[config.mk]
export PLATFORM = sky130hd
export DESIGN_NAME = sadd_seq_flat
export DESIGN_NICKNAME = d
export VERILOG_FILES = /design/src/rtl/sadd_seq_if.sv /design/src/rtl/sadd_seq.sv /design/src/flat_wrapper.sv
export SDC_FILE = /design/constraint.sdc
export NUM_CORES = 1
export LEC_CHECK = 0
export BUFFER_PORTS_ARGS = -buffer_cell sky130_fd_sc_hd__buf_2
export CAP_MARGIN = 20
export CELL_PAD_IN_SITES_DETAIL_PLACEMENT = 0
export CELL_PAD_IN_SITES_GLOBAL_PLACEMENT = 1
export CORE_ASPECT_RATIO = 0.9
export CORE_MARGIN = 1
export CORE_UTILIZATION = 40
export CTS_BUF_LIST = sky130_fd_sc_hd__clkbuf_4
export CTS_CLUSTER_SIZE = 28
export DETAILED_ROUTE_END_ITERATION = 8
export PLACE_DENSITY = 0.84
export SETUP_SLACK_MARGIN = 0.4
export SYNTH_ARGS = -nofsm -noshare
export SYNTH_HDL_FRONTEND = slang
export SYNTH_SLANG_ARGS = --single-unit
[constraint.sdc]
create_clock -name clk -period 2.6 [get_ports clk]
set_input_delay 0.39 -clock clk [delete_from_list [all_inputs] [get_ports clk]]
set_output_delay 0.39 -clock clk [all_outputs]
set_load 0.02 [all_outputs]
[src/rtl/sadd_seq_if.sv]
// Handshake, adder-control and status signals of the serial-adder sequencer.
// slave is the sequencer's view; master is the view of whatever surrounds it.
interface sadd_seq_if #(
  parameter int unsigned W = 8
);
  logic         flush;
  logic         in_valid;
  logic         in_ready;
  logic [W-1:0] in_a;
  logic [W-1:0] in_b;
  logic         add_pload;
  logic         add_enable;
  logic [W-1:0] add_adata;
  logic [W-1:0] add_bdata;
  logic [W-1:0] add_pout;
  logic         out_valid;
  logic         out_ready;
  logic [W-1:0] out_sum;
  logic         busy;
  logic [15:0]  op_count;

  modport slave (
    input  flush, in_valid, in_a, in_b, add_pout, out_ready,
    output in_ready, add_pload, add_enable, add_adata, add_bdata,
           out_valid, out_sum, busy, op_count
  );

  modport master (
    output flush, in_valid, in_a, in_b, add_pout, out_ready,
    input  in_ready, add_pload, add_enable, add_adata, add_bdata,
           out_valid, out_sum, busy, op_count
  );
endinterface

[src/rtl/sadd_seq.sv]
// Sequencer for an external bit-serial adder: latches an operand pair, strobes a parallel
// load, enables NSTEP shift cycles, then captures the result into a one-entry output buffer.
module sadd_seq #(
  parameter int unsigned NSTEP = 8
) (
  input logic        clk,
  input logic        rst,
  sadd_seq_if.slave  bus
);

  localparam int unsigned CntW = (NSTEP > 1) ? $clog2(NSTEP) : 1;
  localparam logic [CntW-1:0] LastCnt = CntW'(NSTEP - 1);

  typedef enum logic [1:0] {StIdle, StLoad, StShift, StCapture} state_e;

  state_e           state_q, state_d;
  logic [CntW-1:0]  cnt_q, cnt_d;
  logic [NSTEP-1:0] a_q, a_d, b_q, b_d, sum_q, sum_d;
  logic             out_valid_q, out_valid_d;
  logic [15:0]      op_count_q, op_count_d;
  logic             in_ready_w, accept, consume, cap_wr;

  // in_ready is gated by rst so it reads 0 throughout reset, not just after it.
  assign in_ready_w = (state_q == StIdle) && rst;
  assign accept     = bus.in_valid && in_ready_w && !bus.flush;
  assign consume    = out_valid_q && bus.out_ready;

  always_comb begin
    state_d     = state_q;
    cnt_d       = cnt_q;
    a_d         = a_q;
    b_d         = b_q;
    sum_d       = sum_q;
    out_valid_d = out_valid_q;
    op_count_d  = op_count_q;
    cap_wr      = 1'b0;

    unique case (state_q)
      StIdle: begin
        if (accept) begin
          a_d     = bus.in_a;
          b_d     = bus.in_b;
          state_d = StLoad;
        end
      end
      StLoad: begin
        cnt_d   = '0;
        state_d = StShift;
      end
      StShift: begin
        if (cnt_q == LastCnt) begin
          cnt_d   = '0;
          state_d = StCapture;
        end else begin
          cnt_d = cnt_q + CntW'(1);
        end
      end
      StCapture: begin
        if (!out_valid_q || bus.out_ready) begin
          cap_wr  = 1'b1;
          sum_d   = bus.add_pout;
          state_d = StIdle;
        end
      end
      default: state_d = StIdle;
    endcase

    // A capture landing in the same cycle as a consume keeps the buffer full.
    if (cap_wr) begin
      out_valid_d = 1'b1;
    end else if (consume) begin
      out_valid_d = 1'b0;
    end
    if (consume) begin
      op_count_d = op_count_q + 16'd1;
    end

    if (bus.flush) begin
      state_d     = StIdle;
      cnt_d       = '0;
      sum_d       = sum_q;
      out_valid_d = 1'b0;
      op_count_d  = op_count_q;
    end
  end

  always_ff @(posedge clk or negedge rst) begin
    if (!rst) begin
      state_q     <= StIdle;
      cnt_q       <= '0;
      a_q         <= '0;
      b_q         <= '0;
      sum_q       <= '0;
      out_valid_q <= 1'b0;
      op_count_q  <= '0;
    end else begin
      state_q     <= state_d;
      cnt_q       <= cnt_d;
      a_q         <= a_d;
      b_q         <= b_d;
      sum_q       <= sum_d;
      out_valid_q <= out_valid_d;
      op_count_q  <= op_count_d;
    end
  end

  assign bus.in_ready   = in_ready_w;
  assign bus.add_pload  = (state_q == StLoad);
  assign bus.add_enable = (state_q == StShift);
  assign bus.add_adata  = a_q;
  assign bus.add_bdata  = b_q;
  assign bus.out_valid  = out_valid_q;
  assign bus.out_sum    = sum_q;
  assign bus.busy       = (state_q != StIdle);
  assign bus.op_count   = op_count_q;

endmodule
[src/flat_wrapper.sv]
// flat-port wrapper written by rule: the top's interface ports become plain ports
module sadd_seq_flat 
#(
  parameter int unsigned NSTEP = 8
)
  (clk, rst, bus_flush, bus_in_valid, bus_in_a, bus_in_b, bus_add_pout, bus_out_ready, bus_in_ready, bus_add_pload, bus_add_enable, bus_add_adata, bus_add_bdata, bus_out_valid, bus_out_sum, bus_busy, bus_op_count);
  sadd_seq_if bus_i ();
  input logic clk;
  input logic rst;
  input wire logic [$bits(bus_i.flush)-1:0] bus_flush;
  input wire logic [$bits(bus_i.in_valid)-1:0] bus_in_valid;
  input wire logic [$bits(bus_i.in_a)-1:0] bus_in_a;
  input wire logic [$bits(bus_i.in_b)-1:0] bus_in_b;
  input wire logic [$bits(bus_i.add_pout)-1:0] bus_add_pout;
  input wire logic [$bits(bus_i.out_ready)-1:0] bus_out_ready;
  output wire logic [$bits(bus_i.in_ready)-1:0] bus_in_ready;
  output wire logic [$bits(bus_i.add_pload)-1:0] bus_add_pload;
  output wire logic [$bits(bus_i.add_enable)-1:0] bus_add_enable;
  output wire logic [$bits(bus_i.add_adata)-1:0] bus_add_adata;
  output wire logic [$bits(bus_i.add_bdata)-1:0] bus_add_bdata;
  output wire logic [$bits(bus_i.out_valid)-1:0] bus_out_valid;
  output wire logic [$bits(bus_i.out_sum)-1:0] bus_out_sum;
  output wire logic [$bits(bus_i.busy)-1:0] bus_busy;
  output wire logic [$bits(bus_i.op_count)-1:0] bus_op_count;
  assign bus_i.flush = bus_flush;
  assign bus_i.in_valid = bus_in_valid;
  assign bus_i.in_a = bus_in_a;
  assign bus_i.in_b = bus_in_b;
  assign bus_i.add_pout = bus_add_pout;
  assign bus_i.out_ready = bus_out_ready;
  assign bus_in_ready = bus_i.in_ready;
  assign bus_add_pload = bus_i.add_pload;
  assign bus_add_enable = bus_i.add_enable;
  assign bus_add_adata = bus_i.add_adata;
  assign bus_add_bdata = bus_i.add_bdata;
  assign bus_out_valid = bus_i.out_valid;
  assign bus_out_sum = bus_i.out_sum;
  assign bus_busy = bus_i.busy;
  assign bus_op_count = bus_i.op_count;
  sadd_seq #(.NSTEP(NSTEP)) u_core (.clk(clk), .rst(rst), .bus(bus_i));
endmodule
=== Word level (Yosys, flattened, before mapping) ===
Cells that the tools add are included.

* Logic and storage cells: 45
* Register bits: 46
* Input port bits: 29
* Output and inout bits: 45

* Multiplexer cells: 13
* $add $sub $neg: 2
* Equality and inequality tests: 7
* Reductions and logical operators: 15
* Bitwise logic cells: 1

{| class="wikitable"
|+ Operator list
! cell !! count
|-
| $add 16x1->16 const B || 1
|-
| $ne 3x2->1 const B || 3
|-
| $mux 2 || 4
|-
| $pmux 2 s4 || 1
|-
| $mux 3 || 2
|-
| $pmux 3 s2 || 1
|-
| $reduce_and 3->1 || 2
|-
| $reduce_bool 3->1 || 2
|-
| $mux 1 || 5
|-
| $eq 2x2->1 const B || 2
|-
| $logic_and 1x1->1 || 4
|-
| $reduce_and 2->1 || 2
|-
| $add 3x1->3 const B || 1
|-
| $eq 3x3->1 const B || 1
|-
| $eq 2x1->1 const B || 1
|-
| $logic_not 1->1 || 2
|-
| $logic_not 2->1 || 1
|-
| $reduce_bool 2->1 || 1
|-
| $logic_or 1x1->1 || 1
|-
| $not 1->1 || 1
|}

=== Depth between registers and ports, before layout ===
Gate-level depths: netlist of run 1.

* Word-level depth: 7
* Depth in mapped cells: 7

=== Least setup slack after synthesis of run 1 ===
OpenSTA, ideal clock, no wires.

* Kind: register to register
* Start: register u_core.state_q[1]
* End: register u_core.a_q[0] (netlist: u_core.bus.add_adata[0])
* Period minus slack after synthesis: 1852 ps
* Arrival: 1727 ps
* Cell stages (with the launch flop): 8
* Path slack: 748 ps
* Path through: dfrtp_1 > inv_1 > ha_1 > inv_2 > or3_4 > buf_6 > buf_12 > mux2_4

* Cells in the longest elaborated chain, start to end: 5

{| class="wikitable"
|+ RTL lines
! what !! line !! source
|-
| start, declared || sadd_seq.sv:16 || <nowiki>state_e state_q, state_d;</nowiki>
|-
| start signal, assigned || sadd_seq.sv:89 || <nowiki>state_q <= StIdle;</nowiki>
|-
| start signal, assigned || sadd_seq.sv:97 || <nowiki>state_q <= state_d;</nowiki>
|-
| $logic_not 2->1 (*) || sadd_seq.sv:24, sadd_seq.sv:38 ||
|-
| $logic_and 1x1->1 || sadd_seq.sv:24 || <nowiki>assign in_ready_w = (state_q == StIdle) && rst;</nowiki>
|-
| $logic_and 1x1->1 (2 in a row) || sadd_seq.sv:25 || <nowiki>assign accept = bus.in_valid && in_ready_w && !bus.flush;</nowiki>
|-
| $reduce_and 2->1 (no source line) (*) || -- ||
|-
| end signal, assigned || sadd_seq.sv:91 || <nowiki>a_q <= '0;</nowiki>
|-
| end signal, assigned || sadd_seq.sv:99 || <nowiki>a_q <= a_d;</nowiki>
|-
| end, declared || sadd_seq.sv:18 || <nowiki>logic [NSTEP-1:0] a_q, a_d, b_q, b_d, sum_q, sum_d;</nowiki>
|}

Mark *: on every way between the ends. The rest lies on a longest branch, timed or not.
A chain may end at the register's enable or synchronous reset.

=== Final worst setup path of run 1 ===
* Start: register u_core.state_q[0]
* End: output bus_in_ready

* Cells in the longest elaborated chain, start to end: 2

{| class="wikitable"
|+ RTL lines
! what !! line !! source
|-
| $logic_not 2->1 || sadd_seq.sv:24 ||
|-
| $logic_and 1x1->1 || sadd_seq.sv:24 ||
|-
| end, declared || flat_wrapper.sv:16 || <nowiki>output wire logic [$bits(bus_i.in_ready)-1:0] bus_in_ready;</nowiki>
|}

No other way between the ends.

==> results.sh, run 1 <==
export IMPL_run_status="finished, final reports clean"
export IMPL_htree_levels=2
export IMPL_cp_end_kind="output port"
export IMPL_slowest_stage="dfrtp_1"
export IMPL_maxCapViolations=0
export IMPL_grt_antenna_before_repair=0
export IMPL_synthesis_area_mm2=0.002059
export IMPL_setup_viol=0
export IMPL_utilization_pct=51.71
export IMPL_seqPwrFrac_pct=45.1
export IMPL_die_area_mm2=0.005440
export IMPL_slew_violations=0
export IMPL_r2r_end="u_core.bus.add_adata[6]"
export IMPL_synth_edff_count=0
export IMPL_switchingPower_mw=0.8345
export IMPL_reg2reg_from="u_core.state_q[1]"
export IMPL_cts_hold_buf=0
export IMPL_cp_depth=4
export IMPL_power_density_mw_per_mm2=885.5
export IMPL_switching_share_pct=37.23
export IMPL_cp_max_fo=5
export IMPL_worst_pin_slew_ns=0.6185
export IMPL_max_freq_mhz=543.8
export IMPL_synth_commonest_cells="dfrtp_1 (46), mux2_2 (14), nor2_1 (11), xnor2_1 (11)"
export IMPL_synth_ff_type="dfrtp_1"
export IMPL_clockRootBuffer="clkbuf_4"
export IMPL_hold_ws_ns=0.1413
export IMPL_ys_ff_latch=46
export IMPL_reg2reg_depth=5
export IMPL_cts_setup_buffers=0
export IMPL_core_mm2=0.004895
export IMPL_combPwrFrac_pct=40.0
export IMPL_cpLargestDelayFamily="flip-flops"
export IMPL_async_reset_ff_share_pct=100.0
export IMPL_critPathKind="flip-flop to output port"
export IMPL_cts_tree="yes"
export IMPL_start_kind="flip-flop"
export IMPL_skew_ns=0.01183
export IMPL_final_nets=269
export IMPL_ys_types=34
export IMPL_overflow=0
export IMPL_dieWidth_um=77.64
export IMPL_cp_endpoint="bus_in_ready"
export IMPL_clk_latency_ns=0.36
export IMPL_first_global_vias=1488
export IMPL_gp_congestion=0.7347
export IMPL_wl_per_cell_um=13.24
export IMPL_place_area_mm2=0.002477
export IMPL_drc=0
export IMPL_syn_inst=155
export IMPL_p_int_mw=1.407
export IMPL_layout_drive_gt1_share_pct=47.01
export IMPL_max_stage_delay_ns=0.43
export IMPL_drtAntennaViolNets=0
export IMPL_syn_to_final_growth_pct=22.90
export IMPL_vdd_drop_max_mv=0.4199
export IMPL_vias=1430
export IMPL_dr_first_iter_drc_count=69
export IMPL_final_cell_area_mm2=0.002531
export IMPL_antenna_cells=0
export IMPL_crit_start="u_core.state_q[0]"
export IMPL_hpwl_mm=2.868
export IMPL_setup_tns_ns=0
export IMPL_first_pass_iters=4
export IMPL_post_cts_resized=0
export IMPL_netlist_top_cells_area="dfrtp_1 (56%), mux2_2 (7.7%), mux2_4 (7.3%), xnor2_1 (4.7%), ha_1 (4.3%)"
export IMPL_synth_area_per_cell_um2=13.29
export IMPL_cp_data_arrival_time_ns=1.45
export IMPL_crit_path_cell_trace="inv_1 -> ha_1 -> and2_2 -> buf_2"
export IMPL_path_clk_slew_ns=0.14
export IMPL_power_frac_clock_pct=14.8
export IMPL_rsz0062_at_grt="false"
export IMPL_grt_util_all_layers_pct=16.28
export IMPL_ys_warn_count=0
export IMPL_hold_viol=0
export IMPL_io_buffers=73
export IMPL_fin_crit_ns=1.839
export IMPL_yosysMostFrequentCell="dfrtp_1"
export IMPL_critPathBufInv=2
export IMPL_synth_largest_area_cell="dfrtp_1"
export IMPL_reg2reg_slack_ns=0.80
export IMPL_initial_core_util_pct=42.08
export IMPL_clk_path_buf_depth=2
export IMPL_grt_max_degree=47
export IMPL_synth_fp_nets=191
export IMPL_grt_pass1_wl_mm=6.886
export IMPL_p_leak_nw=1.355
export IMPL_io_pins=74
export IMPL_die_h_um=70.07
export IMPL_hold_path_class="primary input to asynchronous set/reset pin"
export IMPL_vias_per_cell=4.783
export IMPL_slew_headroom_pct=58.59
export IMPL_ys_seq_area_share_pct=55.89
export IMPL_cts_sinks=46
export IMPL_wl_mm=3.958
export IMPL_num_rows=24
export IMPL_required_ns=2.21
export IMPL_cts_buffers=5
export IMPL_period_share_pct=70.73
export IMPL_synth_top_area_share_pct=55.89
-- placed cells by master, fill, tap and decap left out, drive strengths merged, types with 2 or more instances in the layout --
cell | synthesis | layout
buf | 3 | 74
dfrtp | 46 | 46
mux2 | 24 | 24
xnor2 | 11 | 11
nor2 | 11 | 11
nand2 | 10 | 10
nand3 | 7 | 7
ha | 7 | 7
clkbuf | 0 | 5
nand4 | 4 | 4
xor2 | 4 | 4
and2 | 4 | 4
inv | 3 | 3
nor2b | 2 | 2
and3 | 2 | 2
nor3 | 2 | 2
a22oi | 2 | 2
clkinv | 0 | 2
-- cell type report --
type / count / area, um^2
Clock buffer: 5 / 37.54
Clock inverter: 3 / 16.27
Fill cell: 462 / 2364
Inverter: 3 / 11.26
Multi-Input combinational cell: 103 / 860.8
Sequential cell: 46 / 1151
Tap cell: 65 / 81.33
Timing Repair Buffer: 74 / 372.9
-- worst min-delay path by stage --
stage | end | slack [ns]
after floorplan | u_core.bus.add_adata[0] | 0.09
after global placement | u_core.bus.op_count[15] | 0.47
after detailed placement | u_core.bus.op_count[15] | 0.48
after CTS | u_core.cnt_q[1] | 0.16
after global routing | u_core.bus.op_count[10] | 0.18
final | u_core.cnt_q[1] | 0.14
-- power by group through the flow --
stage                     clock (mW)  sequential, mW  combinational [mW]
after global placement             0            1.03               0.886
after global routing           0.376            1.04               0.963
after floorplan                    0            1.25               0.392
after detailed placement           0            1.03               0.902
final                          0.332            1.01               0.897
after CTS                      0.349            1.01               0.906
-- per-layer routing --
metal | wire length [um] | part of all wire [%] | vias to the layer above | global-route usage [%]
met5 | 0 | 0 | - | 0
met4 | 62 | 1.6 | 0 | 6.289
met3 | 304 | 7.7 | 7 | 4.706
met2 | 1701 | 43 | 56 | 24.48
met1 | 1890 | 48 | 677 | 22.16
li1 | - | - | 690 | -
-- sequential cells by signal, summed over array words and instances, names as in the netlist --
| name | count |
|---|---|
| u_core.bus.add_adata | 8 |
| u_core.bus.add_bdata | 8 |
| u_core.bus.op_count | 16 |
| u_core.bus.out_sum | 8 |
| u_core.bus.out_valid | 1 |
| u_core.cnt_q | 3 |
| u_core.state_q | 2 |
-- logic make-up after synthesis --
group | Yosys count | synth area share, %
and+or+nand+nor | 49 | 13.30
DFF | 46 | 55.89
muxes | 25 | 15.43
xor gates and xnor gates | 15 | 6.379
AOI/OAI and AO/OA | 7 | 2.430
adders and majority gates | 7 | 4.253
buffers and inverters | 6 | 2.308
-- stage by stage --
stage / total power, mW / std cells / setup WS, ns
floorplan: 1.642 / 155 / 0.7479
global placement: 1.912 / 291 / 0.8570
detailed placement: 1.928 / 291 / 0.8264
CTS: 2.268 / 299 / 0.7473
global route: 2.380 / 299 / 0.6698
finish: 2.241 / 299 / 0.7609
No activity file was read; power rests on OpenSTA's default activity.
==> run 2: changes to the inputs <==
CORE_UTILIZATION = 36   (was 40)
PLACE_DENSITY = 0.8   (was 0.84)
clock period = 1.53 ns   (was 2.6 ns; I/O delays follow)
==> run 2 against run 1 <==
Compared with the run above: the run now ends with negative setup slack left; die area rose by 11%; via count rose by 21%; sequential power rose by 77%; sequential cell count did not move; register-to-register slack got worse by 0.84 ns; core utilization rose by 18 points; total power rose by 130%; non-clock buffer count rose by 66; highest routed layer unchanged.
==> results.sh, run 2 (synthesis results as in run 1) <==
export IMPL_drc=0
export IMPL_hold_ws_ns=0.08830
export IMPL_reg2reg_from="u_core.state_q[0]"
export IMPL_fill_cells=380
export IMPL_cts_sinks=46
export IMPL_io_pins=74
export IMPL_grt_util_all_layers_pct=18.83
export IMPL_overflow=0
export IMPL_power_density_mw_per_mm2=1379
export IMPL_cts_tree="yes"
export IMPL_grt_pass1_wl_mm=8.431
export IMPL_cp_end_kind="flip-flop"
export IMPL_first_global_vias=1817
export IMPL_io_buffers=73
export IMPL_combPwrFrac_pct=53.8
export IMPL_critPathKind="flip-flop to flip-flop"
export IMPL_clk_latency_ns=0.36
export IMPL_run_status="complete, but fails checks"
export IMPL_die_area_mm2=0.006028
export IMPL_maxCapViolations=0
export IMPL_worst_pin_slew_ns=0.5786
export IMPL_min_path_cells=2
export IMPL_htree_levels=2
export IMPL_p_leak_nw=1.908
export IMPL_grt_use_met2_pct=31.50
export IMPL_setup_viol=11
export IMPL_slew_violations=0
export IMPL_final_common_cell="buf_6"
export IMPL_drtAntennaViolNets=0
export IMPL_cp_data_arrival_time_ns=1.82
export IMPL_largest_register_ffs=16
export IMPL_min_to="u_core.bus.add_bdata[2]"
export IMPL_dr_first_iter_drc_count=59
export IMPL_syn_to_final_growth_pct=82.14
export IMPL_start_kind="flip-flop"
export IMPL_grt_busiest_layer="met2"
export IMPL_hpwl_mm=3.283
export IMPL_gp_congestion=0.7781
export IMPL_cts_buffers=5
export IMPL_reg2reg_slack_ns=-0.04
export IMPL_clockRootBuffer="clkbuf_4"
export IMPL_vdd_drop_max_mv=1.017
export IMPL_vias_per_cell=4.698
export IMPL_clk_path_buf_depth=2
export IMPL_p_int_mw=3.412
export IMPL_die_h_um=73.76
export IMPL_skew_ns=0.01191
export IMPL_wl_per_cell_um=14.98
export IMPL_reg2reg_depth=5
export IMPL_max_freq_mhz=636.6
export IMPL_switchingPower_mw=1.763
export IMPL_initial_core_util_pct=38.28
export IMPL_final_nets=336
export IMPL_pre_cts_ws_ns=-0.06718
export IMPL_cp_max_fo=8
export IMPL_utilization_pct=69.72
export IMPL_seqCellArea_mm2=0.001166
export IMPL_grt_antenna_before_repair=0
export IMPL_gr_usage_met3_pct=3.851
export IMPL_antenna_cells=0
export IMPL_path_clk_slew_ns=0.15
export IMPL_wl_mm=5.513
export IMPL_slew_headroom_pct=61.43
export IMPL_multi_input_area_mm2=0.001191
export IMPL_hold_viol=0
export IMPL_final_cell_mix="buf_6 (59), buf_4 (49), dfrtp_1 (34), buf_2 (28), mux2_4 (18)"
export IMPL_core_mm2=0.005380
export IMPL_r2r_end="u_core.bus.add_bdata[0]"
export IMPL_grt_max_degree=47
export IMPL_violations="negative setup slack"
export IMPL_vias=1729
export IMPL_switching_share_pct=34.06
export IMPL_dieWidth_um=81.73
export IMPL_fin_ws_ns=-0.04082
export IMPL_period_share_pct=102.7
export IMPL_rsz0062_at_grt="true"
export IMPL_num_rows=25
export IMPL_seqPwrFrac_pct=34.6
export IMPL_fin_crit_ns=1.571
export IMPL_layout_drive_gt1_share_pct=76.08
export IMPL_min_from="bus_in_b[2]"
export IMPL_required_ns=1.78
export IMPL_use_met1_pct=23.69
export IMPL_hold_path_class="primary input to flip-flop"
export IMPL_power_frac_clock_pct=11.6
export IMPL_first_pass_iters=4
-- run 2: changes by cell type in the layout (fill, tap and decap cells not counted), sizes merged --
cell / before / now
dlygate4sd3: 0 / 1
or3: 1 / 2
clkinvlp: 1 / 0
clkbuf: 5 / 6
buf: 74 / 139
-- run 2: stage by stage --
stage / power, mW / setup TNS [ns] / cells / instance area (um^2)
finish: 5.175 / -0.3339 / 368 / 3751
global route: 5.466 / -1.245 / 368 / 3751
CTS: 4.955 / -0.5963 / 355 / 3517
detailed placement: 3.539 / -0.9464 / 312 / 2770
global placement: 3.497 / -0.2351 / 312 / 2770
floorplan: 2.900 / -2.325 / 155 / 2201
-- run 2: cell type report --
type | instances | share of cell area, %
inverter | 3 | 0.3669
multi-input combinational | 104 | 31.75
clock buffer | 6 | 1.201
sequential | 46 | 31.09
timing repair buffer | 140 | 32.99
clock inverter | 2 | 0.3669
tap | 67 | 2.235
-- run 2: worst max path at each step --
stage / startpoint / endpoint / slack [ns] / cells after the start
2_1_floorplan: u_core.state_q[1] / u_core.bus.add_adata[0] / -0.21 / 7
3_3_place_gp: u_core.state_q[1] / u_core.bus.add_adata[5] / -0.02 / 5
3_5_place_dp: u_core.state_q[1] / u_core.bus.add_adata[1] / -0.07 / 5
4_1_cts: u_core.state_q[0] / u_core.bus.add_adata[3] / -0.06 / 5
5_1_grt: u_core.state_q[0] / bus_in_ready / -0.1 / 5
6_report: u_core.state_q[0] / u_core.bus.add_bdata[0] / -0.04 / 5
-- run 2: worst max-delay path, cell delays in order, from the launching register on --
cell and delay (ns):
dfrtp_1 0.41, inv_2 0.08, ha_4 0.15, inv_4 0.04, or3_4 0.46, mux2_4 0.32
-- run 2: routing by layer --
metal	vias up	wire, um
met5	-	0
met4	0	70
met3	6	253
met2	53	2744
met1	836	2444
li1	834	-
-- run 2: timing repair --
item / 4_1_cts / 5_1_grt
cloned: 1 / 0
gates resized for setup: 124 / 25
hold buffers: 1 / 0
hold endpoints to repair: 33 / 0
pin swaps: 33 / 18
setup buffers: 33 / 13
endpoints found under the setup margin: 85 / 88
-- run 2: power groups by stage --
stage                     Combinational [mW]  Sequential, mW  Clock, mW
final                                   2.78            1.79      0.598
after global placement                  1.75            1.75          0
after global routing                    2.97            1.83      0.668
after CTS                               2.55            1.78      0.618
after floorplan                        0.761            2.14          0
after detailed placement                1.79            1.75          0
==> run 3: changes to the inputs <==
CELL_PAD_IN_SITES_DETAIL_PLACEMENT = 2   (was 0)
CELL_PAD_IN_SITES_GLOBAL_PLACEMENT = 2   (was 1)
CORE_UTILIZATION = 29   (was 36)
PLACE_DENSITY = 0.79   (was 0.8)
==> run 3 against run 2 <==
Compared with the run above: the flow still finishes with violations (negative setup slack); largest cell class unchanged; via count up 14%; critical endpoint is now u_core.bus.out_sum[6]; clock power up 32%; design area up 9.0%; die area up 23%; setup slack worse by 0.12 ns; sequential cell count unchanged; critical path depth up 1; critical path type unchanged; total power up 15%.
==> results.sh, run 3 (synthesis results as in run 1) <==
export IMPL_combPwrFrac_pct=55.6
export IMPL_start_kind="flip-flop"
export IMPL_slowest_stage="dfrtp_1"
export IMPL_p_leak_nw=2.091
export IMPL_wl_met1_mm=4.376
export IMPL_max_stage_delay_ns=0.42
export IMPL_rsz0062_at_grt="true"
export IMPL_clk_path_buf_depth=2
export IMPL_worst_pin_slew_ns=0.6373
export IMPL_period_share_pct=110.4
export IMPL_fin_crit_ns=1.689
export IMPL_num_rows=28
export IMPL_hold_ws_ns=0.09795
export IMPL_vias=1964
export IMPL_first_pass_iters=4
export IMPL_p_int_mw=3.780
export IMPL_hold_viol=0
export IMPL_largest_register_ffs=16
export IMPL_switchingPower_mw=2.195
export IMPL_slew_violations=0
export IMPL_pre_cts_ws_ns=-0.08822
export IMPL_vias_per_cell=4.710
export IMPL_cp_end_kind="flip-flop"
export IMPL_dieWidth_um=90.83
export IMPL_wl_mm=10.80
export IMPL_initial_core_util_pct=30.62
export IMPL_grt_pass1_wl_mm=13.17
export IMPL_core_mm2=0.006726
export IMPL_power_density_mw_per_mm2=1461
export IMPL_power_frac_clock_pct=13.2
export IMPL_grt_antenna_before_repair=0
export IMPL_route_met2_wl_mm=5.831
export IMPL_required_ns=1.78
export IMPL_max_freq_mhz=592.1
export IMPL_antenna_cells=0
export IMPL_critPathKind="flip-flop to flip-flop"
export IMPL_htree_levels=2
export IMPL_crit_path_cell_trace="buf_4 -> buf_6 -> ha_4 -> nor3b_4 -> buf_12 -> mux2_4"
export IMPL_cts_buffers=5
export IMPL_place_area_mm2=0.002806
export IMPL_maxCapViolations=0
export IMPL_cp_max_fo=8
export IMPL_wl_met3_um=339
export IMPL_gp_congestion=0.8013
export IMPL_io_buffers=73
export IMPL_die_area_mm2=0.007443
export IMPL_top_layer="met4"
export IMPL_drc=0
export IMPL_clockRootBuffer="clkbuf_4"
export IMPL_drtAntennaViolNets=0
export IMPL_utilization_pct=60.81
export IMPL_overflow=0
export IMPL_run_status="complete, but fails checks"
export IMPL_first_global_vias=2238
export IMPL_dr_first_iter_drc_count=93
export IMPL_final_common_cell="buf_6"
export IMPL_cts_sinks=46
export IMPL_fin_cells=417
export IMPL_switching_share_pct=36.74
export IMPL_finalPower_mw=5.975
export IMPL_cp_data_arrival_time_ns=1.94
export IMPL_wl_per_cell_um=25.91
export IMPL_path_clk_slew_ns=0.16
export IMPL_slew_headroom_pct=57.51
export IMPL_io_pins=74
export IMPL_clk_latency_ns=0.35
export IMPL_final_cell_mix="buf_6 (75), buf_4 (61), dfrtp_1 (33), buf_2 (28), mux2_4 (18)"
export IMPL_cts_tree="yes"
export IMPL_vdd_drop_max_mv=0.8980
export IMPL_fin_ws_ns=-0.1589
export IMPL_skew_ns=0.01156
export IMPL_syn_to_final_growth_pct=98.60
export IMPL_die_h_um=81.95
export IMPL_final_cell_area_mm2=0.004090
export IMPL_layout_drive_gt1_share_pct=80.43
export IMPL_place_inst=336
export IMPL_seqPwrFrac_pct=31.1
export IMPL_grt_util_all_layers_pct=24.09
export IMPL_fill_cells=597
export IMPL_violations="negative setup slack"
export IMPL_setup_tns_ns=-3.637
export IMPL_hpwl_mm=4.193
export IMPL_hold_path_class="primary input to flip-flop"
export IMPL_grt_max_degree=47
export IMPL_setup_viol=30
export IMPL_final_nets=362
-- run 3: path summary, 6_finish.rpt --
path | startpoint | end | slack [ns] | cells past startpoint
hold / removal | bus_add_pout[4] | u_core.bus.out_sum[4] | 0.1 | 2
setup reg to reg | u_core.state_q[0] | u_core.bus.out_sum[6] | -0.16 | 6
max in group asynchronous | rst | u_core.bus.op_count[4] | 0.39 | 3
setup / recovery | u_core.state_q[0] | u_core.bus.out_sum[6] | -0.16 | 6
min in group asynchronous | rst | u_core.bus.add_bdata[7] | 0.67 | 3
hold reg to reg | u_core.bus.add_adata[6] | u_core.bus.add_adata[6] | 0.56 | 1
-- run 3: final cells by class --
cell class | instances | area (um^2) | area share, %
clock buffer | 6 | 45.04 | 1.101
timing repair buffer | 166 | 1473 | 36.00
clock inverter | 2 | 37.54 | 0.9177
multi-input combinational | 104 | 1241 | 30.35
inverter | 3 | 13.76 | 0.3365
tap | 90 | 112.6 | 2.753
sequential | 46 | 1167 | 28.54
-- run 3: critical path: cells and delay by family (launching register included) --
kind,cells,cell delay (ns)
buf+inv,3,0.44
flops,1,0.42
mux,1,0.32
fa+ha+maj,1,0.16
simple gates,1,0.24
-- run 3: metal layers --
metal / GRT usage (%) / up-vias
li1: - / 879
met1: 27.54 / 1005
met2: 47.80 / 60
met3: 3.333 / 20
met4: 6.032 / 0
met5: 0 / -
-- run 3: power by group through the flow --
stage | registers [mW] | clock network (mW) | logic, mW
5_1_grt | 1.88 | 0.847 | 3.44
6_report | 1.86 | 0.790 | 3.32
3_3_place_gp | 1.73 | 0 | 1.76
3_5_place_dp | 1.76 | 0 | 1.82
4_1_cts | 1.79 | 0.793 | 2.72
2_1_floorplan | 2.14 | 0 | 0.761
-- run 3: timing repair --
action                                 CTS  global route
cloned                                   1             0
pin swaps                               31            28
gates resized for setup                136            37
endpoints found under the hold margin    9             0
hold buffers                             1             0
setup endpoints to repair               87            91
setup buffers                           44            27
